--- config.mk ---
export PLATFORM = sky130hd
export DESIGN_NAME = arp_request_responder
export DESIGN_NICKNAME = d
export VERILOG_FILES = /design/src/rtl/arp_request_responder.sv
export SDC_FILE = /design/constraint.sdc
export NUM_CORES = 1
export LEC_CHECK = 0
export BUFFER_PORTS_ARGS = -buffer_cell sky130_fd_sc_hd__buf_2
export CAP_MARGIN = 20
export CORE_ASPECT_RATIO = 0.6
export CORE_UTILIZATION = 55
export CTS_BUF_LIST = sky130_fd_sc_hd__clkbuf_2
export DETAILED_ROUTE_END_ITERATION = 10
export HOLD_SLACK_MARGIN = 0.12
export PLACE_DENSITY_LB_ADDON = 0.12
export SYNTH_ARGS = -nofsm -noshare
export SYNTH_HDL_FRONTEND = slang
export SYNTH_SLANG_ARGS = --single-unit
--- constraint.sdc ---
create_clock -name clock -period 3.9 [get_ports clock]
set_input_delay 0.78 -clock clock [delete_from_list [all_inputs] [get_ports clock]]
set_output_delay 0.78 -clock clock [all_outputs]
set_load 0.02 [all_outputs]
--- src/rtl/arp_request_responder.sv ---
// arp_request_responder: parses the MII RX nibble stream, recognises ARP
// requests for the board IP, builds the 60-byte ARP reply in the TX frame RAM
// and then kicks the nibble transmitter with a one-cycle tx_start.
module arp_request_responder #(
  parameter int MIN_FRAME_BYTES = 64
) (
  input  logic        clock,
  input  logic        reset_n,
  input  logic        rx_dv,
  input  logic [3:0]  rx_data,
  input  logic [47:0] BOARD_MAC,
  input  logic [31:0] BOARD_IP,
  input  logic        tx_busy,
  output logic [5:0]  ram_wr_addr,
  output logic [7:0]  ram_wr_data,
  output logic        ram_wren,
  output logic        tx_start,
  output logic [47:0] PC_MAC,
  output logic [31:0] PC_IP,
  output logic [15:0] arp_req_cnt
);

  typedef enum logic [2:0] {IDLE, PREAMBLE, RECV, DROP, CHECK, PEND, WRITE, START} state_t;

  localparam logic [8:0] MIN_B = 9'(MIN_FRAME_BYTES);

  state_t      state;
  logic [7:0]  byte_idx;
  logic        phase;      // 1 = low nibble of the current byte already held
  logic [3:0]  lo_nib;
  logic        reject;     // sticky field mismatch
  logic        bcast_ok;   // dest MAC so far is all FF
  logic        mac_ok;     // dest MAC so far equals BOARD_MAC
  logic [47:0] sh_mac;
  logic [31:0] sh_ip;

  // Byte views so fields can be indexed MSB-first by offset.
  logic [5:0][7:0] bmac_v, pcmac_v;
  logic [3:0][7:0] bip_v, pcip_v;
  assign bmac_v  = BOARD_MAC;
  assign pcmac_v = PC_MAC;
  assign bip_v   = BOARD_IP;
  assign pcip_v  = PC_IP;

  logic [7:0] rx_byte;
  assign rx_byte = {rx_data, lo_nib};

  // Fixed ARP header bytes 12..21; only the opcode differs between request and reply.
  function automatic logic [7:0] arp_const(input logic [7:0] idx, input logic reply);
    case (idx)
      8'd12:   return 8'h08;
      8'd13:   return 8'h06;
      8'd14:   return 8'h00;
      8'd15:   return 8'h01;
      8'd16:   return 8'h08;
      8'd17:   return 8'h00;
      8'd18:   return 8'h06;
      8'd19:   return 8'h04;
      8'd20:   return 8'h00;
      8'd21:   return reply ? 8'h02 : 8'h01;
      default: return 8'h00;
    endcase
  endfunction

  // Receive-side field check of the byte completing this cycle.
  logic       field_bad;
  logic [7:0] mac_b;
  always_comb begin
    field_bad = 1'b0;
    mac_b     = bmac_v[3'(8'd5 - byte_idx)];
    if (byte_idx >= 8'd12 && byte_idx <= 8'd21)
      field_bad = rx_byte != arp_const(byte_idx, 1'b0);
    else if (byte_idx >= 8'd38 && byte_idx <= 8'd41)
      field_bad = rx_byte != bip_v[2'(8'd41 - byte_idx)];
  end

  // Reply byte for the next RAM address to be written.
  logic [5:0] nxt_addr;
  logic [7:0] tx_byte;
  assign nxt_addr = (state == WRITE) ? ram_wr_addr + 6'd1 : 6'd0;
  always_comb begin
    tx_byte = 8'h00;
    if      (nxt_addr <= 6'd5)  tx_byte = pcmac_v[3'(6'd5  - nxt_addr)];
    else if (nxt_addr <= 6'd11) tx_byte = bmac_v[3'(6'd11 - nxt_addr)];
    else if (nxt_addr <= 6'd21) tx_byte = arp_const({2'b00, nxt_addr}, 1'b1);
    else if (nxt_addr <= 6'd27) tx_byte = bmac_v[3'(6'd27 - nxt_addr)];
    else if (nxt_addr <= 6'd31) tx_byte = bip_v[2'(6'd31 - nxt_addr)];
    else if (nxt_addr <= 6'd37) tx_byte = pcmac_v[3'(6'd37 - nxt_addr)];
    else if (nxt_addr <= 6'd41) tx_byte = pcip_v[2'(6'd41 - nxt_addr)];
  end

  // Main FSM: frame parse, accept decision, reply write-out and start strobe.
  always_ff @(posedge clock or negedge reset_n) begin
    if (!reset_n) begin
      state       <= IDLE;
      byte_idx    <= '0;
      phase       <= 1'b0;
      lo_nib      <= '0;
      reject      <= 1'b0;
      bcast_ok    <= 1'b0;
      mac_ok      <= 1'b0;
      sh_mac      <= '0;
      sh_ip       <= '0;
      ram_wr_addr <= '0;
      ram_wr_data <= '0;
      ram_wren    <= 1'b0;
      tx_start    <= 1'b0;
      PC_MAC      <= '0;
      PC_IP       <= '0;
      arp_req_cnt <= '0;
    end else begin
      tx_start <= 1'b0;
      case (state)
        // Anything but a preamble nibble here is the tail of a frame we missed.
        IDLE: if (rx_dv) state <= (rx_data == 4'h5) ? PREAMBLE : DROP;
        PREAMBLE: begin
          if (!rx_dv) state <= DROP;
          else if (rx_data == 4'hD) begin
            state    <= RECV;
            byte_idx <= '0;
            phase    <= 1'b0;
            reject   <= 1'b0;
            bcast_ok <= 1'b1;
            mac_ok   <= 1'b1;
          end else if (rx_data != 4'h5) state <= DROP;
        end
        RECV: begin
          if (!rx_dv) state <= CHECK;
          else if (!phase) begin
            lo_nib <= rx_data;
            phase  <= 1'b1;
          end else begin
            phase <= 1'b0;
            if (byte_idx != 8'hFF) byte_idx <= byte_idx + 8'd1;
            if (byte_idx <= 8'd5) begin
              if (rx_byte != 8'hFF) bcast_ok <= 1'b0;
              if (rx_byte != mac_b) mac_ok   <= 1'b0;
            end
            if (field_bad) reject <= 1'b1;
            if (byte_idx >= 8'd22 && byte_idx <= 8'd27) sh_mac <= {sh_mac[39:0], rx_byte};
            if (byte_idx >= 8'd28 && byte_idx <= 8'd31) sh_ip  <= {sh_ip[23:0], rx_byte};
          end
        end
        CHECK: begin
          if (!reject && !phase && (bcast_ok || mac_ok) && {1'b0, byte_idx} >= MIN_B) begin
            PC_MAC      <= sh_mac;
            PC_IP       <= sh_ip;
            arp_req_cnt <= arp_req_cnt + 16'd1;
            state       <= PEND;
          end else state <= IDLE;
        end
        DROP: if (!rx_dv) state <= IDLE;
        PEND: begin
          if (!tx_busy) begin
            state       <= WRITE;
            ram_wren    <= 1'b1;
            ram_wr_addr <= nxt_addr;
            ram_wr_data <= tx_byte;
          end
        end
        WRITE: begin
          if (ram_wr_addr == 6'd59) begin
            ram_wren <= 1'b0;
            tx_start <= 1'b1;
            state    <= START;
          end else begin
            ram_wr_addr <= nxt_addr;
            ram_wr_data <= tx_byte;
          end
        end
        START:   state <= IDLE;
        default: state <= IDLE;
      endcase
    end
  end

endmodule

==> summary.log <==
INFO  route          detailedRoute.firstIterationViolations=1149
INFO  cells_and_area fillers=1673
INFO  cells_and_area drive_above_1_share=40.7%
INFO  synth          synth-warning-count=0
INFO  route          vias=9499
INFO  worst_setup_path worst-r2r-cell-count=11
INFO  timing         final_hold_fails=0
INFO  worst_setup_path crit_arrival=4140ps
INFO  cells_and_area stdcell_area=0.0131mm^2
INFO  synth          syn_inst=1010
INFO  route          detail_route.drc_violations=0
INFO  synth          yosysUniqueCellTypes=81
INFO  grt            globalRouteOverflowTotal=0
INFO  route          drtAntennaViolNets=0
INFO  hold_path      min-delay-path-class=in -> reg
INFO  synth          yosys.area_share.adder=1.32%
INFO  route          detail_route.first_pass.iterations=6
INFO  timing         tightest_slew=890ps
INFO  power_and_ir_drop cellLeakagePower=6.43nW
INFO  route          wl=34300um
INFO  floorplan      dieHeight=114um
INFO  synth          synth_area_in_simple_gates=10.1%
INFO  hold_path      holdPathStages=4
INFO  cells_and_area ff_latch_area=0.00528mm^2
INFO  clock_tree     cts_max_path_buffers=3
INFO  grt            antenna_violations_before_repair=1
INFO  cells_and_area multi_input_comb_area=0.00573mm^2
INFO  power_and_ir_drop powerDensity=450mW/mm^2
INFO  worst_setup_path r2r_end=ram_wr_data[1]$_DFFE_PN0P_
INFO  floorplan      core-area=0.0202mm^2
INFO  floorplan      row_count=40
INFO  timing         final_max_slew_viol_count=0
INFO  clock_tree     clk_pin_slew=130ps
INFO  worst_setup_path worst-setup-path-type=reg -> reg
INFO  outcome        outcome=complete, no violations
INFO  synth          yosysSeqAreaShare=46.3%
INFO  synth          synth_top_family_by_area=multiplexers
INFO  synth          synth_nets=1110
INFO  worst_setup_path crit_path_cell_trace=ha_2 -> xor2_2 -> and2_1 -> inv_2 -> ha_1 -> clkinv_1 -> a221o_1 -> o21ai_1 -> o22ai_1 -> o311ai_0 -> nand3_1
INFO  hold_path      min-delay-start=tx_busy
INFO  clock_tree     cts_tree=done
INFO  worst_setup_path crit_path_top_delay_cell=ha_1
INFO  timing         min_period=3430ps
INFO  timing         worst_clock_skew_on_the_final_layout=71.5ps
INFO  grt            via_count_of_the_first_global_routing_pass=8955
INFO  placed_design  globalplace.congestion=0.994
INFO  timing         maxClockFrequency=0.292GHz
INFO  hold_path      hold_path_end=ram_wren$_DFFE_PN0P_
INFO  synth          netlist_area_before_placement=0.0114mm^2
INFO  timing         period_share=87.8%
INFO  grt            gr-usage-all-layers=32.9%
INFO  worst_setup_path timing.critical_path.required=4610ps
INFO  route          vias_per_cell=6.25
INFO  synth          complex_gate_fraction_of_the_synthesized_area=13.7%
INFO  clock_tree     worst_skew_pair.late_latency=860ps
INFO  grt            grt_pass1_wl=53500um
INFO  timing         max-slew-margin-rel=39.9%
INFO  flow_run       maxCapViolations=0
INFO  cells_and_area finalNetCount=1310
INFO  cells_and_area area_growth_syn_to_layout=15.0%
INFO  clock_tree     h-tree-depth=2
INFO  floorplan      ios=200
INFO  worst_setup_path reg2reg_from=ram_wr_addr[1]$_DFFE_PN0P_
INFO  clock_tree     cts.sinks=211
INFO  worst_setup_path r2r_slack=470ps
INFO  grt            grt_max_degree=114
INFO  placed_design  placement.cell_area=0.0126mm^2
INFO  worst_setup_path crit_path_max_incr_delay=530ps
INFO  clock_tree     clock-root-buffer=clkbuf_2
INFO  worst_setup_path cp_max_fo=14
INFO  synth          synth_seq_cells=211
INFO  floorplan      floorplan.die.width=188um
INFO  synth          synth_edf_count=0
INFO  synth          syn_avg_cell_area=11.3um^2
INFO  worst_setup_path cp_startpoint_kind=flop
INFO  placed_design  port-buffer-count=199
INFO  floorplan      initial_utilization=56.5%
INFO  synth          synth_ff_type=dfrtp_1
INFO  timing         rsz_0062_raised_after_global_routing=no
INFO  clock_tree     postCtsResizedCells=0
INFO  route          routedWlPerCell=22.6um
INFO  floorplan      die_area=0.0213mm^2
INFO  power_and_ir_drop worst_ir_drop_vdd=0.391mV
INFO  clock_tree     cts-buffers-inserted=49
INFO  worst_setup_path endpoint_kind=flop
INFO  placed_design  dpl.hpwl=24600um
INFO  timing         setup_viol=0
INFO  synth          async_flop_share=100%
INFO  synth          synth.area.mux_share=21.7%
INFO  synth          synth_xor_xnor_area_share=3.28%
INFO  timing         timing.setup.tns=0ps
## through the flow
step           instances  hold WS, ps  power [mW]  utilization, %  worst slack [ps]
2_1_floorplan       1010          450        3.77               -               505
3_3_place_gp        1431          455        4.39            62.7               722
3_5_place_dp        1431          461        4.41            62.7               584
4_1_cts             1520          258        5.89            65.0               575
5_1_grt             1521          285        6.22            65.0               199
6_report            1521          337        5.90            65.0               474
## cell families after synthesis
group                      count (synthesis)
DFF                                      211
and+or+nand+nor                          228
muxes                                    206
AOI/OAI and AO/OA                        217
adders and majority gates                 12
xor gates and xnor gates                  41
buffers and inverters                     95
## layer usage
metal / track usage (%) / vias to the layer above / wire [um]
li1: - / 4205 / -
met1: 51.3 / 4671 / 15600
met3: 7.23 / 82 / 3630
met4: 9.38 / 0 / 787
met5: 0 / - / 0
met2: 45.7 / 541 / 14300
## worst max-delay path: cells and delay by family (launching register included)
| kind | cells | cell delay (ps) |
|---|---|---|
| xor gates and xnor gates | 1 | 180 |
| and+or+nand+nor | 2 | 370 |
| DFF | 1 | 440 |
| buffers and inverters | 2 | 520 |
| adders and majority gates | 2 | 850 |
| AOI/OAI and AO/OA | 4 | 940 |
## Yosys cell counts (4+ instances only)
master    number  area, um^2
a21oi_1       30         150
o21ai_0       42         210
nand3_1       22         110
mux2i_1       22         220
a32oi_1        4        35.0
nand2b_1       8        50.1
xor2_1        16         140
mux4_2        16         360
xnor2_1       23         201
clkbuf_1      35         131
a31oi_1       11        68.8
buf_1          4        15.0
ha_1          12         150
a221o_1        9        90.1
nor3_1        10        50.1
a221oi_1      25         219
nor2_1        55         206
o211ai_1       5        37.5
dfrtp_1      211        5280
a31o_2         4        35.0
nor4_1         5        31.3
nor2b_1        8        50.1
o311ai_0       4        35.0
and2_1         4        25.0
buf_2         29         145
a211oi_1       7        52.6
a21o_1         9        67.6
buf_4          4        30.0
nand3b_1       8        60.1
mux2_2       168        1890
inv_1         20        75.1
a222oi_1       4        40.0
nand2_1       68         255
a22oi_1        6        45.0
nand4_1       10        62.6
o31ai_1        4        30.0
o22ai_1       15        93.8
and3_1         8        50.1
o21a_1         4        30.0
## sequential cells by signal, summed over array words and instances (netlist names)
signal       count
PC_MAC          48
sh_mac          48
PC_IP           32
sh_ip           32
arp_req_cnt     16
byte_idx         8
ram_wr_data      8
ram_wr_addr      6
lo_nib           4
state            3
bcast_ok         1
mac_ok           1
phase            1
ram_wren         1
reject           1
tx_start         1
## worst max path at each step
stage	from	endpoint	slack [ps]	depth (start not counted)
finish	ram_wr_addr[1]$_DFFE_PN0P_	ram_wr_data[1]$_DFFE_PN0P_	470	11
floorplan	ram_wr_addr[0]$_DFFE_PN0P_	ram_wr_data[1]$_DFFE_PN0P_	500	14
global route	ram_wr_addr[1]$_DFFE_PN0P_	ram_wr_data[1]$_DFFE_PN0P_	200	11
detailed placement	ram_wr_addr[1]$_DFFE_PN0P_	ram_wr_data[1]$_DFFE_PN0P_	580	11
CTS	ram_wr_addr[1]$_DFFE_PN0P_	ram_wr_data[1]$_DFFE_PN0P_	580	11
global placement	ram_wr_addr[1]$_DFFE_PN0P_	ram_wr_data[1]$_DFFE_PN0P_	720	11
## power breakdown
part           switching (mW)  internal, mW  total (mW)
combinational            1.16         0.718        1.87
clock                   0.911         0.561        1.47
sequential              0.263          2.30        2.56
total                    2.33          3.57        5.90
## cell type report
| cell class | count | area share, % |
|---|---|---|
| Inverter | 22 | 0.630 |
| Timing Repair Buffer | 222 | 9.29 |
| Clock buffer | 71 | 2.71 |
| Clock inverter | 17 | 0.763 |
| Antenna cell | 1 | 0.0191 |
| Sequential cell | 211 | 40.3 |
| Multi-Input combinational cell | 704 | 43.7 |
| Tap cell | 273 | 2.61 |
## cells in the final DEF, fill, tap and decap left out, types with 7 or more instances in the layout
cell type	Yosys	layout
dfrtp_1	211	210
buf_2	29	198
mux2_2	168	168
clkbuf_2	0	71
nand2_1	68	68
nor2_1	55	54
o21ai_0	42	42
a21oi_1	30	30
a221oi_1	25	25
xnor2_1	23	23
nand3_1	22	22
mux2i_1	22	22
inv_1	20	20
buf_4	4	19
xor2_1	16	16
mux4_2	16	16
o22ai_1	15	15
clkinv_1	1	13
a31oi_1	11	11
ha_1	12	11
nand4_1	10	10
nor3_1	10	10
a21o_1	9	9
a221o_1	9	9
nand3b_1	8	8
nor2b_1	8	8
and3_1	8	8
nand2b_1	8	8
a211oi_1	7	7
## timing repair
| item | 4_1_cts | 5_1_grt |
|---|---|---|
| buffers inserted | 0 | 0 |
| hold buffers | 1 | 0 |
| hold endpoints to repair | 26 | 0 |
Note: power is estimated with default switching activity, not from simulation.
